**config.mk**
```make
export PLATFORM = sky130hd
export DESIGN_NAME = ring_buffer_i2s_reader_flat
export DESIGN_NICKNAME = d
export VERILOG_FILES = /design/src/rtl/ring_buffer_i2s_reader_pkg.sv /design/src/rtl/ring_buffer_i2s_reader_if.sv /design/src/rtl/ring_buffer_i2s_reader_bclk_gen.sv /design/src/rtl/ring_buffer_i2s_reader.sv /design/src/flat_wrapper.sv
export SDC_FILE = /design/constraint.sdc
export NUM_CORES = 1
export LEC_CHECK = 0
export ABC_CLOCK_PERIOD_IN_PS = 1800
export CAP_MARGIN = 5
export CELL_PAD_IN_SITES_DETAIL_PLACEMENT = 1
export CELL_PAD_IN_SITES_GLOBAL_PLACEMENT = 1
export CORE_ASPECT_RATIO = 1.2
export CORE_UTILIZATION = 42
export DETAILED_ROUTE_END_ITERATION = 10
export PLACE_DENSITY_LB_ADDON = 0.1
export SYNTH_ARGS = -nofsm -noshare
export SYNTH_HDL_FRONTEND = slang
export SYNTH_SLANG_ARGS = --single-unit
```
**constraint.sdc**
```tcl
create_clock -name clk -period 1.8 [get_ports clk]
set_input_delay 0.54 -clock clk [delete_from_list [all_inputs] [get_ports clk]]
set_output_delay 0.54 -clock clk [all_outputs]
set_load 0.1 [all_outputs]
```
**src/rtl/ring_buffer_i2s_reader_pkg.sv**
```systemverilog
// Shared types and limits for the ring_buffer I2S read side.
package ring_buffer_i2s_reader_pkg;

  typedef enum logic [1:0] {
    IDLE,
    REQ,
    LATCH
  } reader_state_t;

  localparam int unsigned BCLK_DIV_MIN = 2;

endpackage

```
**src/rtl/ring_buffer_i2s_reader_if.sv**
```systemverilog
// Pop handshake between ring_buffer (slave) and its reader (master).
interface ring_buffer_i2s_reader_if #(
  parameter int unsigned WIDTH = 8
);

  logic             empty;
  logic [WIDTH-1:0] data_out;
  logic             read_enable;

  modport master (
    output read_enable,
    input  empty,
    input  data_out
  );

  modport slave (
    input  read_enable,
    output empty,
    output data_out
  );

endinterface

```
**src/rtl/ring_buffer_i2s_reader_bclk_gen.sv**
```systemverilog
// Bit-clock divider: bclk toggles every BCLK_DIV clk cycles; fall_stb marks
// the cycle whose closing edge drives bclk from 1 to 0.
module bclk_gen
  import ring_buffer_i2s_reader_pkg::*;
#(
  parameter int unsigned BCLK_DIV = 2
) (
  input  logic clk,
  input  logic rst,
  output logic bclk,
  output logic fall_stb
);

  // Values below the minimum leave no room for the 2-clk fetch, so clamp.
  localparam int unsigned DIV = (BCLK_DIV < BCLK_DIV_MIN) ? BCLK_DIV_MIN : BCLK_DIV;
  localparam int unsigned CW  = $clog2(DIV);
  localparam logic [CW-1:0] DIV_LAST = CW'(DIV - 1);

  logic [CW-1:0] div_cnt;

  // Half-period counter and bclk toggle.
  always_ff @(posedge clk) begin
    if (!rst) begin
      div_cnt <= '0;
      bclk    <= 1'b0;
    end else if (div_cnt == DIV_LAST) begin
      div_cnt <= '0;
      bclk    <= ~bclk;
    end else begin
      div_cnt <= div_cnt + 1'b1;
    end
  end

  assign fall_stb = bclk && (div_cnt == DIV_LAST);

endmodule

```
**src/rtl/ring_buffer_i2s_reader.sv**
```systemverilog
// Read side of ring_buffer: fetches one sample per frame and serialises it
// MSB first, left-justified, on both left and right slots.
module ring_buffer_i2s_reader
  import ring_buffer_i2s_reader_pkg::*;
#(
  parameter int unsigned WIDTH    = 8,
  parameter int unsigned BCLK_DIV = 2
) (
  input  logic                            clk,
  input  logic                            rst,
  ring_buffer_i2s_reader_if.master        rb,
  output logic                            bclk,
  output logic                            lrclk,
  output logic                            sdata,
  output logic                            underrun
);

  localparam int unsigned BW = $clog2(2 * WIDTH);
  localparam logic [BW-1:0] BIT_LAST  = BW'(2 * WIDTH - 1);
  localparam logic [BW-1:0] BIT_RIGHT = BW'(WIDTH);

  logic             fall_stb;
  logic [BW-1:0]    bit_cnt;
  logic [BW-1:0]    bit_nxt;
  logic [WIDTH-1:0] shift_l;
  logic [WIDTH-1:0] shift_r;
  logic [WIDTH-1:0] held;
  reader_state_t    state;

  bclk_gen #(
    .BCLK_DIV (BCLK_DIV)
  ) u_bclk_gen (
    .clk      (clk),
    .rst      (rst),
    .bclk     (bclk),
    .fall_stb (fall_stb)
  );

  // Bit position the next falling edge moves to.
  always_comb begin
    bit_nxt = (bit_cnt == BIT_LAST) ? '0 : bit_cnt + 1'b1;
  end

  // Slot framing and shift registers, advanced only on bclk falling edges.
  always_ff @(posedge clk) begin
    if (!rst) begin
      bit_cnt <= '0;
      shift_l <= '0;
      shift_r <= '0;
    end else if (fall_stb) begin
      bit_cnt <= bit_nxt;
      if (bit_nxt == '0) begin
        shift_l <= held;
        shift_r <= held;
      end else if (bit_nxt < BIT_RIGHT) begin
        shift_l <= {shift_l[WIDTH-2:0], 1'b0};
      end else if (bit_nxt > BIT_RIGHT) begin
        shift_r <= {shift_r[WIDTH-2:0], 1'b0};
      end
    end
  end

  assign lrclk = (bit_cnt >= BIT_RIGHT);
  assign sdata = lrclk ? shift_r[WIDTH-1] : shift_l[WIDTH-1];

  // Fetch FSM: one pop attempt per frame, launched on the last bit's edge.
  always_ff @(posedge clk) begin
    if (!rst) begin
      state <= IDLE;
      held  <= '0;
    end else begin
      case (state)
        IDLE:    if (fall_stb && (bit_nxt == BIT_LAST)) state <= REQ;
        REQ:     state <= rb.empty ? IDLE : LATCH;
        LATCH: begin
          held  <= rb.data_out;
          state <= IDLE;
        end
        default: state <= IDLE;
      endcase
    end
  end

  // empty is only valid to sample in REQ itself, so the pop and underrun
  // pulses are decoded from that state rather than registered a cycle early;
  // gating with rst keeps a reset cycle from issuing a pop.
  assign rb.read_enable = rst && (state == REQ) && !rb.empty;
  assign underrun       = rst && (state == REQ) && rb.empty;

endmodule
```
**src/flat_wrapper.sv**
```systemverilog
// flat-port wrapper written by rule: the top's interface ports become plain ports
module ring_buffer_i2s_reader_flat import ring_buffer_i2s_reader_pkg::*;
#(
  parameter int unsigned WIDTH    = 8,
  parameter int unsigned BCLK_DIV = 2
)
  (clk, rst, bclk, lrclk, sdata, underrun, rb_read_enable, rb_empty, rb_data_out);
  ring_buffer_i2s_reader_if #(.WIDTH(WIDTH)) rb_i ();
  input  logic clk;
  input  logic rst;
  output logic bclk;
  output logic lrclk;
  output logic sdata;
  output logic underrun;
  output wire logic [$bits(rb_i.read_enable)-1:0] rb_read_enable;
  input wire logic [$bits(rb_i.empty)-1:0] rb_empty;
  input wire logic [$bits(rb_i.data_out)-1:0] rb_data_out;
  assign rb_read_enable = rb_i.read_enable;
  assign rb_i.empty = rb_empty;
  assign rb_i.data_out = rb_data_out;
  ring_buffer_i2s_reader #(.WIDTH(WIDTH), .BCLK_DIV(BCLK_DIV)) u_core (.clk(clk), .rst(rst), .rb(rb_i), .bclk(bclk), .lrclk(lrclk), .sdata(sdata), .underrun(underrun));
endmodule
```
==> flow_summary.toml, run 1 <==
[placed_design]
routabilityCongestion = 0.7688
dpl-instance-area_mm2 = 0.001826
io_buffers = 15
dpl.hpwl_mm = 2.645

[power_and_ir_drop]
vdd_ir_drop_max_v = 0.0004584
powerDensity_mw_per_mm2 = 759.8
power_frac_seq_pct = 49.3
switchingPower_w = 0.0003861
p_sw_share_pct = 25.81
share_comb_of_total_power_pct = 12.2
leakagePower_nw = 0.8355
power_frac_clock_pct = 38.5
finalPower_w = 0.001496
power.internal_w = 0.001110

[clock_tree]
clk_latency_ns = 0.29
hold_buffers = 0
cts_tree = "built"
clock_path_buffers = 2
clk_pin_slew_ns = 0.06
cts-buffers-inserted = 5
root_buffer = "clkbuf_8"
htreeDepth = 2
clock_sinks = 32

[timing]
setup_violations = 0
relSlewSlack_pct = 66.61
rsz0062_at_grt = "no"
clock-skew-final_ns = 0.004231
slew_violations = 0
whs_ns = 0.4582
fmax_mhz = 565.7
setup_tns_ns = 0
min_period_over_period_pct = 98.20
worstMarginPinSlew_ns = 0.5009
fin_crit_ns = 1.768
hold_violations = 0

[grt]
grt_pass1_wl_mm = 6.313
grt_pass1_vias = 1311
grt_antenna_before_repair = 0
overflow = 0
grt_use_total_pct = 22.07
grt_max_degree = 24

[critical_path]
end_kind = "primary output"
cp.arrival_ns = 1.23
cp_max_fo = 3
critPathLaunchType = "primary input"
crit_type = "in -> out"
cp.required_ns = 1.26

[synth]
synthCells = 168
synth_edf_count = 0
syn_area_per_cell_um2 = 9.004
seq_area_frac_synth_pct = 42.35
synthDistinctLibCells = 36
synth_largest_area_cell = "dfxtp_1"
synth_warnings = 0
synth_area_leaders = "dfxtp_1 42%, mux2i_1 9.9%, a21oi_1 6.3%"
yosysMostFrequentCell = "dfxtp_1"
yosysTopAreaCellShare_pct = 42.35
synth_common_cells = "32 x dfxtp_1, 19 x a21oi_1, 15 x mux2i_1, 15 x nor2_1, 11 x nand2_1"
synthFlopType = "dfxtp_1"
synth-seq-cells = 32
syn_nets = 182
async_flop_share_pct = 0
netlist_area_mm2 = 0.001513

[detailed_routing]
vias = 1312
drt-met1-wl_mm = 1.597
via_per_inst = 5.559
met2_length_mm = 1.956
dr.pass1.iters = 4
ant_nets = 0
initialDrtViolationCount = 23
wirelength_mm = 3.727
routed.top_layer = "met4"
drc = 0
drt-wirelength-per-cell_um = 15.79
dr_wl_met3_um = 96

[run]
maxCapViolCount = 0

[floorplanning]
die_area_mm2 = 0.003847
die_x_um = 56.79
rows = 23
pin_count = 16
die_h_um = 67.74
core_area_mm2 = 0.003396
start_util_pct = 44.55

[finish]
area_growth_pct = 30.19
nNetsFinal = 212
stdcell_area_mm2 = 0.001969
final_layout_size_suffix_gt1_share_pct = 25.13
n_antenna_cell = 0
final_core_util_pct = 58.00

[worst_hold_path]
hp-class = "reg -> reg"

[run_status]
status = "finished, final reports clean"
worst max-delay path, stage by stage:
cell and delay, ns:
dlygate4sd2_1 0.29, and3_4 0.23, buf_12 0.17
area by class of cell:
class                      count  area [µm²]
sequential                    32       645.6
tap                           37       46.29
clock buffer                   6       82.58
timing repair buffer          33       341.6
clock inverter                 2       10.01
multi-input combinational    122       828.3
inverter                       4       15.01
fill                         386        1426
state kept, by name, indices dropped and copies added, names as in the netlist:
register                   count
u_core.bit_cnt                 4
u_core.held                    8
u_core.state                   2
u_core.u_bclk_gen.bclk         1
u_core.u_bclk_gen.div_cnt      1
u_core.shift_r                 8
u_core.shift_l                 8
power groups by stage:
| stage | Clock, W | Combinational (W) | Sequential (W) |
|---|---|---|---|
| floorplan | 0 | 0.0000803 | 0.000770 |
| global placement | 0 | 0.000168 | 0.000755 |
| detailed placement | 0 | 0.000174 | 0.000756 |
| CTS | 0.000602 | 0.000177 | 0.000739 |
| global route | 0.000622 | 0.000195 | 0.000738 |
| finish | 0.000576 | 0.000183 | 0.000737 |
what timing repair did:
action / 4_1_cts / 5_1_grt
buffers inserted: 2 / 2
endpoints found under the setup margin: 3 / 6
resized for setup: 13 / 1
gates cloned: 0 / 0
pin swaps: 3 / 1
layout by cell type, fill, tap and decap left out, types with 2 or more instances in the layout:
cell / n
a211oi_1: 6
a211oi_2: 3
a21boi_0: 8
a21oi_1: 19
a21oi_2: 2
and3_1: 8
buf_12: 6
buf_4: 17
clkbuf_8: 6
clkdlybuf4s50_1: 8
clkinv_2: 2
dfxtp_1: 30
ha_1: 3
inv_1: 2
inv_2: 2
mux2i_1: 15
nand2_1: 10
nand2_2: 2
nand2b_1: 2
nand3_1: 3
nand3b_1: 3
nor2_1: 13
nor2_4: 2
nor3_1: 2
o21ai_0: 8
xnor2_1: 2
final timing paths:
kind	start	end	slack [ns]	depth (start not counted)
worst max-delay path	rb_empty	underrun	0.03	3
worst max register to register	u_core.bit_cnt[0]	u_core.shift_r[7]	0.11	6
worst min-delay path	u_core.shift_r[3]	u_core.shift_r[3]	0.46	2
worst min register to register	u_core.shift_r[3]	u_core.shift_r[3]	0.46	2
per-stage QoR:
stage          setup slack [ns]  std cells
3_3_place_gp            -0.4085        224
6_report                0.03240        236
5_1_grt                0.007746        236
2_1_floorplan           -0.3565        168
3_5_place_dp            -0.4787        224
4_1_cts                0.001624        234
layer usage:
| metal | vias to the layer above | global-route usage, % |
|---|---|---|
| li1 | 654 | - |
| met5 | - | 0 |
| met4 | 0 | 8.841 |
| met2 | 17 | 40.18 |
| met1 | 633 | 24.59 |
| met3 | 8 | 5.939 |
cell families (layout without fill, tap and decap cells):
family,after synthesis,in the layout,share of synthesized area [%]
muxes,16,16,10.67
buffers and inverters,14,45,4.713
adders and majority gates,3,3,2.482
and+or+nand+nor,50,50,16.46
AOI/OAI and AO/OA,51,51,22.17
xor gates and xnor gates,2,2,1.158
DFF,32,32,42.35
No activity file was read; power rests on OpenSTA's default activity.
==> inputs of run 2 (changes only) <==
--- a/config.mk
+++ b/config.mk
@@ -12,6 +12,7 @@
 export CORE_ASPECT_RATIO = 1.2
 export CORE_UTILIZATION = 42
 export DETAILED_ROUTE_END_ITERATION = 10
+export GPL_TIMING_DRIVEN = 0
 export PLACE_DENSITY_LB_ADDON = 0.1
 export SYNTH_ARGS = -nofsm -noshare
 export SYNTH_HDL_FRONTEND = slang
==> run 2 against run 1 <==
Via count fell by 0.99%. Total power down 6.9%. Sequential cell count unchanged. Combinational power down 11%. Sequential power rose by 0.7%. Clock power fell by 15%. Worst setup slack gained 0.0024 ns. Sequential share of layout area up 1.4 points. Largest cell class unchanged. Global-route usage up 0.55 points. Register-to-register slack got worse by 0.03 ns. Core utilization fell by 2.4 points.
==> flow_summary.toml, run 2 (synthesis gave the netlist of run 1 again) <==
[critical_path]
crit_chain = "clkdlybuf4s15_2"
cp.required_ns = 1.26
max_stage_delay_ns = 0.57
crit_type = "reg -> out"
cp_max_fo = 6
end_kind = "primary output"
rrSetupSlack_ns = 0.08
critical_path.top_delay_family = "buffers and inverters"
critPathLaunchType = "flip-flop"
cp.arrival_ns = 1.23
slowest_stage = "clkdlybuf4s15_2"
critPathBufInv = 1

[timing]
clock-skew-final_ns = 0.004065
setup_violations = 0
min_period_over_period_pct = 98.07
fin_crit_ns = 1.765
relSlewSlack_pct = 62.47
fmax_mhz = 566.5
slew_violations = 0
worstMarginPinSlew_ns = 0.5629
rsz0062_at_grt = "yes"
hold_violations = 0

[power_and_ir_drop]
powerDensity_mw_per_mm2 = 738.0
vdd_ir_drop_max_v = 0.0005848
leakagePower_nw = 0.7765

[clock_tree]
clk_pin_slew_ns = 0.06
clock_path_buffers = 2
hold_buffers = 0
clk_latency_ns = 0.28
root_buffer = "clkbuf_8"
cts-buffers-inserted = 5
cts_tree = "built"
htreeDepth = 2
clock_sinks = 32

[grt]
grt_pass1_wl_mm = 6.354
grt_pass1_vias = 1317
grt_max_degree = 11
grt_antenna_before_repair = 0
overflow = 0
grt_use_total_pct = 22.62

[run_status]
status = "finished, final reports clean"

[finish]
final_common_cell = "dfxtp_1"
fillCellCount = 402
final_cell_mix = "28 x dfxtp_1, 19 x a21oi_1, 15 x mux2i_1"
n_antenna_cell = 0
area_growth_pct = 24.73
nNetsFinal = 207
final_layout_size_suffix_gt1_share_pct = 22.51
final_core_util_pct = 55.56
reg_top3 = "u_core.held x8, u_core.shift_l x8, u_core.shift_r x8"
fin_cells = 228

[detailed_routing]
dr.pass1.iters = 4
wirelength_mm = 3.976
drc = 0
via_per_inst = 5.697
ant_nets = 0
drt-wirelength-per-cell_um = 17.44
initialDrtViolationCount = 55
vias = 1299

[floorplanning]
rows = 23
start_util_pct = 44.55
die_x_um = 56.79
die_area_mm2 = 0.003847
die_h_um = 67.74
pin_count = 16
core_area_mm2 = 0.003396

[placed_design]
dp.cells = 220
dpl.hpwl_mm = 2.918
io_buffers = 15
routabilityCongestion = 0.8469

[run]
maxCapViolCount = 0

[worst_hold_path]
hp-class = "reg -> reg"
## run 2: cell types whose count changed in the layout (fill, tap and decap cells not counted), moves of 2 or more
cell | previous run | this run
clkbuf_1 | 0 | 2
buf_12 | 6 | 3
buf_6 | 0 | 3
dfxtp_1 | 30 | 28
clkinv_2 | 2 | 0
dfxtp_2 | 1 | 4
buf_4 | 17 | 6
## run 2: layout make-up
type                            instances  area, µm²  share of cell area [%]
Timing Repair Buffer                   18      198.9                   10.54
Buffer                                 10      66.31                   3.515
Clock buffer                            5      68.82                   3.647
Multi-Input combinational cell        122      843.3                   44.69
Tap cell                               37      46.29                   2.454
Sequential cell                        32      645.6                   34.22
Inverter                                4      17.52                  0.9284
## run 2: stage by stage
| step | total power, W | setup slack (ns) | hold slack (ns) | cell area (µm²) | setup TNS, ns |
|---|---|---|---|---|---|
| finish | 0.001392 | 0.03478 | 0.4674 | 1887 | 0 |
| global route | 0.001441 | -0.008759 | 0.4971 | 1887 | -0.01040 |
| CTS | 0.001403 | 0.002569 | 0.4764 | 1839 | 0 |
| detailed placement | 0.0009037 | -1.602 | 0.4662 | 1715 | -9.321 |
| global placement | 0.0008984 | -1.547 | 0.4436 | 1715 | -8.029 |
| floorplan | 0.0008504 | -0.3565 | 0.4346 | 1519 | -0.3566 |
## run 2: worst paths after layout
| path | cells after the start | from | end |
|---|---|---|---|
| min reg2reg | 2 | u_core.shift_r[4] | u_core.shift_r[4] |
| max reg2reg | 7 | u_core.bit_cnt[3] | u_core.shift_l[3] |
| max | 1 | u_core.u_bclk_gen.bclk | bclk |
| min | 2 | u_core.shift_r[4] | u_core.shift_r[4] |
## run 2: per-layer routing
metal / up-vias / GRT usage (%) / routed length, µm / part of all wire, %
met4: 0 / 9.451 / 106 / 2.7
li1: 640 / - / - / -
met2: 20 / 41.67 / 2162 / 54
met1: 629 / 25.21 / 1581 / 40
met5: - / 0 / 0 / 0
met3: 10 / 5.172 / 126 / 3.2
## run 2: where the power goes
group | internal (W) | switching, W | leakage, nW
combinational | 0.0000654 | 0.0000971 | 0.480
sequential | 0.000726 | 0.0000160 | 0.261
clock | 0.000248 | 0.000240 | 0.0359
total | 0.00104 | 0.000353 | 0.776
## run 2: repair_timing
action / CTS / global route
pin swaps: 1 / 2
endpoints found under the setup margin: 23 / 14
buffers inserted: 1 / 2
gates resized for setup: 53 / 10
==> inputs of run 3 (changes only) <==
--- a/config.mk
+++ b/config.mk
@@ -16,4 +16,5 @@
 export PLACE_DENSITY_LB_ADDON = 0.1
 export SYNTH_ARGS = -nofsm -noshare
 export SYNTH_HDL_FRONTEND = slang
+export SYNTH_HIERARCHICAL = 1
 export SYNTH_SLANG_ARGS = --single-unit
==> run 3 against run 2 <==
Total power grew 2.1%. Non-clock buffer count up 7. First-iteration DRC count down 60%. Area after synthesis up 4.7%. Fmax is 0.14% higher. Clock power increased by 7.0%. Critical path type unchanged. Highest routed layer unchanged.
==> flow_summary.toml, run 3 <==
[grt]
grt_max_degree = 11
grt_pass1_vias = 1371
grt_antenna_before_repair = 0
grt_use_total_pct = 20.64
overflow = 0
grt_pass1_wl_mm = 6.327

[critical_path]
rr_worst_depth = 7
cp.required_ns = 1.26
rrSetupSlack_ns = 0.14
end_kind = "primary output"
crit_type = "reg -> out"
cp.arrival_ns = 1.22
reg2reg_to = "u_core/shift_l[6]"
r2r_start = "u_core/u_bclk_gen/div_cnt"
cp_max_fo = 3
critPathLaunchType = "flip-flop"

[power_and_ir_drop]
powerDensity_mw_per_mm2 = 715.3
leakagePower_nw = 0.8467
finalPower_w = 0.001422
vdd_ir_drop_max_v = 0.0004942

[detailed_routing]
drt-wirelength-per-cell_um = 14.26
drc = 0
ant_nets = 0
wirelength_mm = 3.593
dr.pass1.iters = 4
initialDrtViolationCount = 22
vias = 1314
via_per_inst = 5.214

[clock_tree]
htreeDepth = 2
clk_pin_slew_ns = 0.06
hold_buffers = 0
clk_latency_ns = 0.29
cts-buffers-inserted = 5
clock_path_buffers = 2
clock_sinks = 32
cts_tree = "built"
root_buffer = "clkbuf_8"

[synth]
yosysTopAreaCellShare_pct = 40.44
syn_nets = 187
yosysMostFrequentCell = "dfxtp_1"
synthCells = 173
synthFlopType = "dfxtp_1"
synth_common_cells = "32 x dfxtp_1, 18 x a21oi_1, 16 x mux2i_1, 13 x nand2_1, 12 x o21ai_0"
synth-seq-cells = 32
synthDistinctLibCells = 37
async_flop_share_pct = 0
synth_largest_area_cell = "dfxtp_1"
syn_area_per_cell_um2 = 9.156
synth_warnings = 6
synth_area_leaders = "dfxtp_1 40%, mux2i_1 10%, a21oi_1 5.7%"
netlist_area_mm2 = 0.001584
synth_edf_count = 0
seq_area_frac_synth_pct = 40.44

[floorplanning]
die_x_um = 58.06
pin_count = 16
start_util_pct = 43.60
die_h_um = 69.28
core_area_mm2 = 0.003633
rows = 24
die_area_mm2 = 0.004022

[placed_design]
dpl.hpwl_mm = 2.637
dp.cells = 240
dpl-instance-area_mm2 = 0.001833
pre_cts_ws_ns = -1.495
io_buffers = 15
routabilityCongestion = 0.7534

[finish]
final_layout_size_suffix_gt1_share_pct = 23.00
multi_input_area_um2 = 860.8
reg_top3 = "u_core/held x8, u_core/shift_l x8, u_core/shift_r x8"
final_cell_mix = "30 x dfxtp_1, 18 x a21oi_1, 16 x mux2i_1"
n_antenna_cell = 0
fin_cells = 252
nNetsFinal = 214
fillCellCount = 424
stdcell_area_mm2 = 0.001988
final_common_cell = "dfxtp_1"
regArea_um2 = 645.6
area_growth_pct = 25.51

[timing]
whs_ns = 0.4628
min_period_over_period_pct = 97.93
worst_slack_ns = 0.03724
rsz0062_at_grt = "no"
clock-skew-final_ns = 0.006138
fin_crit_ns = 1.763
worstMarginPinSlew_ns = 0.5393
relSlewSlack_pct = 64.21
hold_violations = 0
fmax_mhz = 567.3
slew_violations = 0
setup_violations = 0

[worst_hold_path]
hp-class = "reg -> reg"
min_to = "u_core/shift_r[3]"
holdPathStages = 2
hp-start = "u_core/shift_r[3]"

[run_status]
status = "finished, final reports clean"

[run]
maxCapViolCount = 0
==> run 3: per-layer routing <==
layer | GRT usage, % | vias up | part of all wire, %
li1 | - | 646 | -
met1 | 24.50 | 640 | 42
met2 | 35.12 | 20 | 53
met3 | 4.478 | 8 | 2.8
met4 | 8.730 | 0 | 2.0
met5 | 0 | - | 0
==> run 3: critical path: stages (launching register included) <==
cell and delay [ns]:
dfxtp_2 0.33, buf_6 0.10, clkbuf_2 0.09, buf_2 0.41
==> run 3: power breakdown <==
part / total (W) / leakage (nW) / internal (W) / switching [W]
clock: 0.000522 / 0.0410 / 0.000262 / 0.000260
sequential: 0.000734 / 0.260 / 0.000724 / 0.00000993
combinational: 0.000165 / 0.546 / 0.0000752 / 0.0000903
==> run 3: timing repair <==
action | 4_1_cts | 5_1_grt
resized for setup | 46 | 3
endpoints found under the setup margin | 6 | 11
setup buffers | 5 | 1
pin swaps | 1 | 1
==> run 3: metrics by stage <==
step                      util [%]  setup TNS, ns
final                        54.72              0
after CTS                    54.65              0
after floorplan                  -        -0.1833
after global placement       50.45         -4.836
after detailed placement     50.45         -7.064
after global routing         54.72              0
==> run 3: area by class of cell <==
cell class | instances | area share (%)
multi-input cells | 123 | 43.30
flip-flops and latches | 32 | 32.47
repair buffers | 21 | 11.33
plain buffers | 14 | 5.160
clock buffers | 6 | 3.650
well taps | 52 | 3.272
inverters | 3 | 0.5664
clock inverters | 1 | 0.2517
==> run 3: how the worst max path moves through the flow <==
stage | start | end | slack, ns | depth (start not counted)
after global routing | u_core/bit_cnt[3] | lrclk | 0.002 | 3
after floorplan | rst | rb_read_enable | -0.12 | 4
after global placement | rst | rb_read_enable | -1.41 | 6
after detailed placement | rst | rb_read_enable | -1.50 | 6
final | u_core/bit_cnt[3] | lrclk | 0.04 | 3
after CTS | rst | rb_read_enable | 0.003 | 6
==> run 3: kinds of logic after synthesis <==
logic type	synth area share (%)
AO/OA/AOI/OAI	18.88
AND/OR/NAND/NOR	19.20
buffers and inverters	7.188
multiplexers	10.82
flip-flops	40.44
XOR/XNOR	1.106
adder cells (fa/ha/maj)	2.370
